--- config.mk ---
export PLATFORM = sky130hd
export DESIGN_NAME = adc_deser_rx
export DESIGN_NICKNAME = d
export VERILOG_FILES = /design/src/rtl/adc_deser_rx.sv
export SDC_FILE = /design/constraint.sdc
export NUM_CORES = 1
export LEC_CHECK = 0
export ABC_AREA = 1
export CORE_MARGIN = 2
export CORE_UTILIZATION = 55
export DETAILED_ROUTE_END_ITERATION = 7
export GPL_ROUTABILITY_DRIVEN = 1
export PLACE_DENSITY_LB_ADDON = 0.05
export SLEW_MARGIN = 20
export SYNTH_ARGS = -nofsm -noshare
export SYNTH_HDL_FRONTEND = slang
export SYNTH_SLANG_ARGS = --single-unit
--- constraint.sdc ---
create_clock -name clk_i -period 1.8 [get_ports clk_i]
set_input_delay 0.54 -clock clk_i [delete_from_list [all_inputs] [get_ports clk_i]]
set_output_delay 0.54 -clock clk_i [all_outputs]
set_load 0.01 [all_outputs]
--- src/rtl/adc_deser_rx.sv ---
// Serial ADC receiver: power-up/start sequencing, settle-bit skip, 24-bit MSB-first
// framing and a one-deep output register with sticky overflow.
// Optional macro ADC_RX_DRDY_EN adds adc_drdy_i for DRDY-based frame alignment.
module adc_deser_rx #(
  parameter int PWRUP_CYC = 8000,
  parameter int SKIP_BITS = 1324
) (
  input  logic        clk_i,
  input  logic        rst_i,
  input  logic        enable_i,
  input  logic        bit_stb_i,
  input  logic        adc_dout_i,
`ifdef ADC_RX_DRDY_EN
  input  logic        adc_drdy_i,
`endif
  input  logic        clr_ovf_i,
  input  logic        sample_ready_i,
  output logic        adc_pwdn_n_o,
  output logic        adc_start_o,
  output logic [23:0] sample_data_o,
  output logic        sample_valid_o,
  output logic        overflow_o,
  output logic        streaming_o
);

  localparam int MAXC = (PWRUP_CYC > SKIP_BITS) ? PWRUP_CYC : SKIP_BITS;
  localparam int CW   = $clog2(MAXC + 1);

  typedef enum logic [1:0] {S_OFF, S_PWRUP, S_SETTLE, S_STREAM} state_e;

  state_e        state_q;
  logic [CW-1:0] wait_cnt_q;
  logic [4:0]    bit_cnt_q;
  logic [22:0]   shift_q;
  logic          pwdn_n_q, start_q, streaming_q;
  logic [23:0]   data_q;
  logic          valid_q, ovf_q;

  logic [23:0]   frame_d;
  logic          frame_done_d;
  logic          drdy_rise_d;
  logic          drop_d;

`ifdef ADC_RX_DRDY_EN
  logic drdy_prev_q;
`endif

  always_comb begin
    frame_d     = {shift_q, adc_dout_i};
    drdy_rise_d = 1'b0;
`ifdef ADC_RX_DRDY_EN
    drdy_rise_d = bit_stb_i & adc_drdy_i & ~drdy_prev_q;
`endif
    frame_done_d = enable_i && (state_q == S_STREAM) && bit_stb_i &&
                   !drdy_rise_d && (bit_cnt_q == 5'd23);
    drop_d       = frame_done_d && valid_q && !sample_ready_i;
  end

  // Sequencer: outputs are registered alongside the state so they change together.
  always_ff @(posedge clk_i) begin
    if (rst_i) begin
      state_q     <= S_OFF;
      wait_cnt_q  <= '0;
      bit_cnt_q   <= '0;
      shift_q     <= '0;
      pwdn_n_q    <= 1'b0;
      start_q     <= 1'b0;
      streaming_q <= 1'b0;
`ifdef ADC_RX_DRDY_EN
      drdy_prev_q <= 1'b0;
`endif
    end else if (!enable_i) begin
      state_q     <= S_OFF;
      wait_cnt_q  <= '0;
      bit_cnt_q   <= '0;
      shift_q     <= '0;
      pwdn_n_q    <= 1'b0;
      start_q     <= 1'b0;
      streaming_q <= 1'b0;
`ifdef ADC_RX_DRDY_EN
      drdy_prev_q <= 1'b0;
`endif
    end else begin
      case (state_q)
        S_OFF: begin
          state_q    <= S_PWRUP;
          pwdn_n_q   <= 1'b1;
          wait_cnt_q <= '0;
        end
        S_PWRUP: begin
          if (wait_cnt_q == CW'(PWRUP_CYC - 1)) begin
            state_q    <= S_SETTLE;
            start_q    <= 1'b1;
            wait_cnt_q <= '0;
          end else begin
            wait_cnt_q <= wait_cnt_q + CW'(1);
          end
        end
        S_SETTLE: begin
          if (bit_stb_i) begin
`ifdef ADC_RX_DRDY_EN
            drdy_prev_q <= adc_drdy_i;
            // First DRDY rise marks the MSB of the first frame.
            if (drdy_rise_d) begin
              state_q     <= S_STREAM;
              streaming_q <= 1'b1;
              shift_q     <= {22'd0, adc_dout_i};
              bit_cnt_q   <= 5'd1;
            end
`else
            if (wait_cnt_q == CW'(SKIP_BITS - 1)) begin
              state_q     <= S_STREAM;
              streaming_q <= 1'b1;
              bit_cnt_q   <= '0;
              wait_cnt_q  <= '0;
            end else begin
              wait_cnt_q <= wait_cnt_q + CW'(1);
            end
`endif
          end
        end
        S_STREAM: begin
          if (bit_stb_i) begin
`ifdef ADC_RX_DRDY_EN
            drdy_prev_q <= adc_drdy_i;
`endif
            if (drdy_rise_d) begin
              shift_q   <= {22'd0, adc_dout_i};
              bit_cnt_q <= 5'd1;
            end else begin
              shift_q   <= frame_d[22:0];
              bit_cnt_q <= (bit_cnt_q == 5'd23) ? 5'd0 : bit_cnt_q + 5'd1;
            end
          end
        end
        default: state_q <= S_OFF;
      endcase
    end
  end

  // One-deep output register; a frame arriving against a stalled word is dropped.
  always_ff @(posedge clk_i) begin
    if (rst_i) begin
      data_q  <= '0;
      valid_q <= 1'b0;
      ovf_q   <= 1'b0;
    end else begin
      if (!enable_i) begin
        valid_q <= 1'b0;
      end else if (frame_done_d) begin
        if (!valid_q || sample_ready_i) begin
          data_q  <= frame_d;
          valid_q <= 1'b1;
        end
      end else if (valid_q && sample_ready_i) begin
        valid_q <= 1'b0;
      end
      if (drop_d)         ovf_q <= 1'b1;
      else if (clr_ovf_i) ovf_q <= 1'b0;
    end
  end

  assign adc_pwdn_n_o   = pwdn_n_q;
  assign adc_start_o    = start_q;
  assign streaming_o    = streaming_q;
  assign sample_data_o  = data_q;
  assign sample_valid_o = valid_q;
  assign overflow_o     = ovf_q;

endmodule

# --- After elaboration in Yosys (flattened, before gate mapping) ---
# Index checks and enable logic that the tools add are counted.
# W data, S select, Z words.
totals:
  regBits: 72
  inputBits: 7
  output_inout_bits: 29
  word_cells: 65
op_classes:
  add_sub_neg: 2
  eq_ne: 11
  n_mux: 18
  bitwise_logic: 1
  n_reduce_logical: 23
op_table:
  columns: ["operator", "n"]
  rows:
  - ["$mux W13", 3]
  - ["$pmux W13 S3", 1]
  - ["$mux W5", 4]
  - ["$add A13 B1 Y13 const B", 1]
  - ["$eq A13 B11 Y1 const B", 1]
  - ["$eq A13 B13 Y1 const B", 1]
  - ["$pmux W5 S2", 1]
  - ["$ne A2 B2 Y1 const B", 4]
  - ["$reduce_and A2 Y1", 4]
  - ["$reduce_and A4 Y1", 2]
  - ["$logic_and A1 B1 Y1", 6]
  - ["$mux W2", 3]
  - ["$pmux W2 S3", 1]
  - ["$reduce_and A3 Y1", 2]
  - ["$reduce_bool A2 Y1", 3]
  - ["$add A5 B1 Y5 const B", 1]
  - ["$eq A5 B5 Y1 const B", 1]
  - ["$mux W1", 5]
  - ["$eq A2 B2 Y1 const B", 2]
  - ["$reduce_bool A3 Y1", 1]
  - ["$eq A2 B1 Y1 const B", 1]
  - ["$logic_not A1 Y1", 2]
  - ["$logic_not A2 Y1", 1]
  - ["$ne A2 B1 Y1 const B", 1]
  - ["other kinds (3)", 3]

# --- Longest topological paths before layout ---
# Gate-level depths: netlist of run 1.
depth:
  word_depth: 7
  mapped_depth: 11

# --- Worst setup path before layout of run 1 ---
# Ideal clock, no wire load.
synth_timing:
  path_type: "flip-flop to flip-flop"
  start: "register state_q[0]"
  end: "register data_q[4], in the netlist sample_data_o[4]"
  setup_time_ns: 0.119
  arrival_time_ns: 1.402
  required_ns: 1.681
  path_slack_ns: 0.279
  path_stages_with_launch: 8
  n_path_buf: 1
  synth_period_minus_slack_ns: 1.521
  cell_sequence: "dfxtp_1 ha_1 nand2_4 inv_2 nand3_4 nor2_8 buf_4 a21oi_1"
synth_between:
  elab_chain_len: 5
synth_lines:
  columns: ["item", "line", "source"]
  rows:
  - ["start: declaration", "31", "state_e state_q;"]
  - ["start signal: assignment", "62", "state_q <= S_OFF;"]
  - ["start signal: assignment", "73", "state_q <= S_OFF;"]
  - ["start signal: assignment", "86", "state_q <= S_PWRUP;"]
  - ["$eq A2 B2 Y1", "54", "frame_done_d = enable_i && (state_q == S_STREAM) && bit_stb_i &&"]
  - ["$logic_and A1 B1 Y1 (2 in series)", "54", null]
  - ["$logic_and A1 B1 Y1", "55", "!drdy_rise_d && (bit_cnt_q == 5'd23);"]
  - ["$reduce_and A3 Y1 (no source line)", null, null]
  - ["end signal: assignment", "152", "data_q <= frame_d;"]
  - ["end: declaration", "36", "logic [23:0] data_q;"]
# Every way passes these cells.
# A chain may end at the register's enable or synchronous reset.

# --- Worst setup path after layout of run 1 ---
layout_timing:
  start: "register data_q[11], in the netlist sample_data_o[11]"
  end: "output sample_data_o[11]"
layout_lines:
  columns: ["item", "line", "source"]
  rows:
  - ["end: declaration", "20", "output logic [23:0] sample_data_o,"]
# No word-level cell between the ends.

==> results.sh, run 1 <==
export IMPL_drc_errors=0
export IMPL_place_hpwl_um=4090
export IMPL_antenna_found_initial=0
export IMPL_dp_cells=485
export IMPL_initial_core_util_pct=56.2
export IMPL_period_minus_slack_ns=1.78
export IMPL_clk_pin_slew_worst_paths_ns=0.07
export IMPL_drv_cap=0
export IMPL_drv_slew=0
export IMPL_critPathMaxFanout=2
export IMPL_area_growth_syn_to_layout_pct=24.6
export IMPL_holdCritPathClass="reg -> reg"
export IMPL_clockBufferDepth=2
export IMPL_finalNonFillerCells=498
export IMPL_yosys_area_top_type="dfxtp_1"
export IMPL_slowest_stage="clkdlybuf4s50_1"
export IMPL_finalSetupTns_ns=0
export IMPL_max_freq_mhz=561
export IMPL_postLayoutCoreUtil_pct=70.0
export IMPL_ant_nets=0
export IMPL_die_area_um2=6170
export IMPL_htreeDepth=3
export IMPL_syn_area_um2=3060
export IMPL_powerDensity_nw_per_um2=800
export IMPL_n_antenna_cell=0
export IMPL_io_buffers=35
export IMPL_peakVddDrop_uv=680
export IMPL_cp_required_ns=1.26
export IMPL_fp_row_count=27
export IMPL_crit_family="buffers and inverters"
export IMPL_firstDrtPassIters=4
export IMPL_cp_cell_sequence="clkdlybuf4s50_1"
export IMPL_viasPerCell=5.01
export IMPL_grt_max_degree=44
export IMPL_synthDistinctLibCells=33
export IMPL_finalHoldViolations=0
export IMPL_timing_worst_setup_path_type="reg -> out"
export IMPL_gr_total_overflow=0
export IMPL_wl_um=6170
export IMPL_routedWlPerCell_um=12.4
export IMPL_die_w_um=78.6
export IMPL_avgSynthCellArea_um2=8.15
export IMPL_clock_skew_ns=0.00562
export IMPL_clock_latency_ns=0.34
export IMPL_slew_headroom_pct=69.3
export IMPL_clock_sinks=72
export IMPL_leakage_uw=0.00161
export IMPL_gp_congestion=0.819
export IMPL_setup_viol=0
export IMPL_grt_pass1_wl_um=10400
export IMPL_vias=2497
export IMPL_synthCells=375
export IMPL_status="finished, final reports clean"
export IMPL_core_area_um2=5440
export IMPL_final_cell_mix="dfxtp_1 (71), nor2_1 (49), inv_1 (45), nand2_1 (42), a21oi_1 (29)"
export IMPL_r2r_slack_ns=0.13
export IMPL_seqCellArea_um2=1440
export IMPL_clockRootBuffer="clkbuf_8"
export IMPL_cp_end_kind="output pin"
export IMPL_critPathMaxStageDelay_ns=0.56
export IMPL_die_y_um=78.6
export IMPL_start_kind="register"
export IMPL_cts_buffers=9
export IMPL_path_buf_inv=1
export IMPL_grtUsageTotal_pct=21.3
export IMPL_drtIter0Drc=73
export IMPL_grt_pass1_vias=2397
export IMPL_yosysWarnings=0
export IMPL_drive_above_1_share_pct=15.3
export IMPL_io_pins=36
export IMPL_ys_seq_area_share_pct=47.2
export IMPL_synth_seq_cells=72
export IMPL_nFillCells=469
export IMPL_final_common_cell="dfxtp_1"
export IMPL_finalCritPeriodShare_pct=99.1
export IMPL_arrival_ns=1.24
export IMPL_nNetsFinal=439
export IMPL_synth_top_cell_area_share_pct=47.2
export IMPL_cts_tree="yes"
export IMPL_multi_input_area_um2=1340
export IMPL_tightestPinTransition_ns=0.459
export IMPL_syn_nets=389
export IMPL_synthTopCellsByArea="dfxtp_1 (47%), nor2_1 (6.1%), inv_1 (5.6%)"
-- cell families (layout without fill, tap and decap cells) --
family | after synthesis | count (layout) | share of synthesized area (%)
compound gates | 97 | 97 | 18.5
xor+xnor | 11 | 11 | 3.15
fa+ha+maj | 7 | 7 | 2.87
buf+inv | 64 | 115 | 9.17
flops | 72 | 72 | 47.2
mux | 1 | 1 | 0.327
simple gates | 123 | 123 | 18.8
-- synthesized netlist by cell type (all sizes together) --
master  number
a21oi       47
and3         1
buf          6
clkbuf       8
dfxtp       72
ha           7
inv         50
mux2i        1
nand2       46
nand3       12
nand3b       1
nand4        4
nor2        51
nor3         8
o21a         1
o21ai       49
xnor2        2
xor2         9
-- area by class of cell --
| cell class | count | area share (%) |
|---|---|---|
| flip-flops and latches | 72 | 37.9 |
| multi-input cells | 239 | 35.3 |
| repair buffers | 53 | 14.8 |
| inverters | 50 | 4.93 |
| clock buffers | 11 | 3.98 |
| well taps | 72 | 2.37 |
| clock inverters | 1 | 0.789 |
-- stage by stage --
stage	instance area, um^2	hold WS (ns)	power, uW	worst slack (ns)
floorplan	3060	0.439	1770	0.279
global placement	3580	0.437	1840	-0.185
detailed placement	3580	0.446	1840	-0.221
CTS	3760	0.457	3070	0.000243
global route	3810	0.480	3160	-0.0174
finish	3810	0.452	3050	0.0169
-- layer usage --
| layer | share of wire, % | GRT usage, % |
|---|---|---|
| met3 | 3.4 | 4.94 |
| met2 | 49 | 35.6 |
| met5 | 0 | 0 |
| met4 | 1.9 | 10.5 |
| met1 | 46 | 25.7 |
-- final timing paths --
check / startpoint / to / cells past startpoint
worst max-delay path: sample_data_o[11]$_SDFFE_PP0P_ / sample_data_o[11] / 1
worst min-delay path: adc_start_o$_SDFFE_PP0P_ / adc_start_o$_SDFFE_PP0P_ / 2
worst max register to register: bit_cnt_q[0]$_SDFFE_PP0P_ / sample_data_o[4]$_SDFFE_PP0P_ / 8
worst min register to register: adc_start_o$_SDFFE_PP0P_ / adc_start_o$_SDFFE_PP0P_ / 2
-- power by group --
| part | switching (uW) | total (uW) | internal (uW) |
|---|---|---|---|
| Sequential | 9.63 | 1610 | 1610 |
| Combinational | 117 | 194 | 77.6 |
| Clock | 551 | 1240 | 686 |
-- worst min-delay path, stage by stage, from the launching register on --
cell,delay [ns]
dfxtp_1,0.31
inv_1,0.05
a21oi_1,0.05
-- state kept, by name, indices dropped and copies added (netlist names) --
register	count
adc_pwdn_n_o	1
adc_start_o	1
bit_cnt_q	5
overflow_o	1
sample_data_o	24
sample_valid_o	1
shift_q	23
state_q	2
streaming_o	1
wait_cnt_q	13
-- timing repair --
action / 4_1_cts / 5_1_grt
hold buffers: 0 / 0
resized for setup: 0 / 15
endpoints found under the setup margin: 0 / 26
setup buffers: 0 / 1
(Power assumes the default switching activity.)
==> inputs of run 2 (changes only) <==
--- a/config.mk
+++ b/config.mk
@@ -6,6 +6,7 @@
 export NUM_CORES = 1
 export LEC_CHECK = 0
 export ABC_AREA = 1
+export CAP_MARGIN = 20
 export CORE_MARGIN = 2
 export CORE_UTILIZATION = 55
 export DETAILED_ROUTE_END_ITERATION = 7
==> results of run 2 <==
Final layout, timing and power as in run 1 (identical DEF).
==> inputs of run 3 (changes only) <==
--- a/config.mk
+++ b/config.mk
@@ -8,7 +8,7 @@
 export ABC_AREA = 1
 export CAP_MARGIN = 20
 export CORE_MARGIN = 2
-export CORE_UTILIZATION = 55
+export CORE_UTILIZATION = 59
 export DETAILED_ROUTE_END_ITERATION = 7
 export GPL_ROUTABILITY_DRIVEN = 1
 export PLACE_DENSITY_LB_ADDON = 0.05
==> constraint.sdc (replaced) <==
create_clock -name clk_i -period 2.3 [get_ports clk_i]
set_input_delay 0.69 -clock clk_i [delete_from_list [all_inputs] [get_ports clk_i]]
set_output_delay 0.69 -clock clk_i [all_outputs]
set_load 0.01 [all_outputs]
==> run 3 against run 2 <==
Effect of this change:
- critical path depth did not move
- clock power decreased by 11%
- via count down 2.8%
- sequential power fell by 22%
- combinational power is 29% lower
- routed wire length decreased by 8.0%
- non-clock buffer count down 10
- setup slack improved by 0.35 ns
- first-iteration DRC count up 14%
- die area decreased by 6.4%
- flip-flop and latch count stayed put
- count of clock-buffer cells in the layout is 1 higher
- critical path type unchanged
- critical endpoint is now sample_data_o[6]
- largest cell class unchanged
==> results.sh, run 3 (same netlist as run 1, synthesis figures left out) <==
export IMPL_htreeDepth=3
export IMPL_slew_headroom_pct=76.2
export IMPL_initial_core_util_pct=60.6
export IMPL_rr_endpoint="wait_cnt_q[7]$_SDFFE_PP0P_"
export IMPL_r2r_slack_ns=0.56
export IMPL_setup_viol=0
export IMPL_gr_total_overflow=0
export IMPL_die_w_um=76.0
export IMPL_critPathMaxFanout=2
export IMPL_wl_um=5670
export IMPL_largest_register_ffs=24
export IMPL_timing_worst_setup_path_type="reg -> out"
export IMPL_firstDrtPassIters=4
export IMPL_nNetsFinal=429
export IMPL_holdCritPathClass="reg -> reg"
export IMPL_io_pins=36
export IMPL_fin_hold_ws_ns=0.447
export IMPL_nFillCells=411
export IMPL_setup_ws_ns=0.370
export IMPL_hold_depth=2
export IMPL_fp_row_count=26
export IMPL_drtIter0Drc=83
export IMPL_tightestPinTransition_ns=0.358
export IMPL_vias=2426
export IMPL_drv_slew=0
export IMPL_hold_start="adc_start_o$_SDFFE_PP0P_"
export IMPL_powerDensity_nw_per_um2=676
export IMPL_core_area_um2=5040
export IMPL_cp_required_ns=1.61
export IMPL_startpoint="sample_data_o[6]$_SDFFE_PP0P_"
export IMPL_grt_pass1_wl_um=9940
export IMPL_postCtsSetupBuffers=0
export IMPL_finalSetupTns_ns=0
export IMPL_finalNonFillerCells=489
export IMPL_finalCritPeriodShare_pct=83.9
export IMPL_slowest_stage="clkdlybuf4s50_1"
export IMPL_place_hpwl_um=3830
export IMPL_arrival_ns=1.24
export IMPL_crit_family="buffers and inverters"
export IMPL_gp_congestion=0.833
export IMPL_hold_path_endpoint="adc_start_o$_SDFFE_PP0P_"
export IMPL_final_cell_mix="dfxtp_1 (72), nor2_1 (50), inv_1 (46), nand2_1 (42), clkdlybuf4s50_1 (35)"
export IMPL_n_antenna_cell=0
export IMPL_die_area_um2=5770
export IMPL_drc_errors=0
export IMPL_leakage_uw=0.00137
export IMPL_final_common_cell="dfxtp_1"
export IMPL_clk_pin_slew_worst_paths_ns=0.07
export IMPL_clockRootBuffer="clkbuf_8"
export IMPL_place_worst_setup_slack_ns=0.0890
export IMPL_drv_cap=0
export IMPL_max_freq_mhz=518
export IMPL_cp_end_kind="output pin"
export IMPL_clock_skew_ns=0.00782
export IMPL_drive_above_1_share_pct=12.9
export IMPL_clock_sinks=72
export IMPL_cts_tree="yes"
export IMPL_cts_repair_resized=0
export IMPL_ant_nets=0
export IMPL_grt_max_degree=45
export IMPL_period_minus_slack_ns=1.93
export IMPL_die_y_um=76.0
export IMPL_antenna_found_initial=0
export IMPL_status="finished, final reports clean"
export IMPL_viasPerCell=4.96
export IMPL_grtUsageTotal_pct=21.2
export IMPL_r2r_cells=8
export IMPL_dp_cells=474
export IMPL_area_growth_syn_to_layout_pct=21.3
export IMPL_io_buffers=35
export IMPL_clockBufferDepth=2
export IMPL_grt_pass1_vias=2307
export IMPL_rsz0062_at_grt="no"
export IMPL_critPathMaxStageDelay_ns=0.54
export IMPL_finalHoldViolations=0
export IMPL_routedWlPerCell_um=11.6
export IMPL_peakVddDrop_uv=432
export IMPL_start_kind="register"
export IMPL_cp_cell_sequence="clkdlybuf4s50_1"
export IMPL_r2r_start="state_q[0]$_SDFFE_PP0P_"
export IMPL_cts_buffers=9
export IMPL_clock_latency_ns=0.34
export IMPL_cts_hold_buf=0
export IMPL_path_buf_inv=1
[run 3: cell count changes in the layout (fill, tap and decap cells not counted), moves of 2 or more]
cell	change
buf_4	-8
buf_12	-2
clkdlybuf4s50_1	+11
dlymetal6s2s_1	-11
[run 3: layout make-up]
| class | instances | area (um^2) | area share (%) |
|---|---|---|---|
| multi-input cells | 239 | 1340 | 36.0 |
| inverters | 50 | 188 | 5.06 |
| clock inverters | 3 | 65.1 | 1.75 |
| repair buffers | 43 | 435 | 11.7 |
| well taps | 70 | 87.6 | 2.36 |
| clock buffers | 12 | 155 | 4.18 |
| flip-flops and latches | 72 | 1440 | 38.9 |
[run 3: where the power goes]
part | switching, uW | leakage, uW | internal, uW | total [uW]
combinational | 85.9 | 0.000679 | 52.5 | 138
clock | 441 | 0.000112 | 663 | 1100
sequential | 7.38 | 0.000580 | 1260 | 1260
total | 534 | 0.00137 | 1970 | 2510
[run 3: worst max-delay path by stage]
| stage | endpoint | slack (ns) | cells past startpoint |
|---|---|---|---|
| 2_1_floorplan | shift_q[20]$_SDFFE_PP0P_ | 0.70 | 7 |
| 3_3_place_gp | sample_data_o[4]$_SDFFE_PP0P_ | 0.13 | 8 |
| 3_5_place_dp | sample_data_o[7]$_SDFFE_PP0P_ | 0.09 | 8 |
| 4_1_cts | sample_data_o[6] | 0.35 | 1 |
| 5_1_grt | sample_data_o[7]$_SDFFE_PP0P_ | 0.30 | 8 |
| 6_report | sample_data_o[6] | 0.37 | 1 |
[run 3: stage by stage]
stage	total power, uW	utilization, %	area (um^2)
final	2510	73.5	3710
after global routing	2590	73.5	3710
after CTS	2530	73.5	3710
after detailed placement	1430	69.2	3490
after global placement	1430	69.2	3490
after floorplan	1390	-	3060
[run 3: routing by layer]
| layer | vias to the layer above | routed length (um) | track usage, % |
|---|---|---|---|
| li1 | 1286 | - | - |
| met1 | 1102 | 2660 | 24.9 |
| met2 | 27 | 2760 | 37.1 |
| met3 | 11 | 159 | 3.32 |
| met4 | 0 | 98 | 11.5 |
| met5 | - | 0 | 0 |
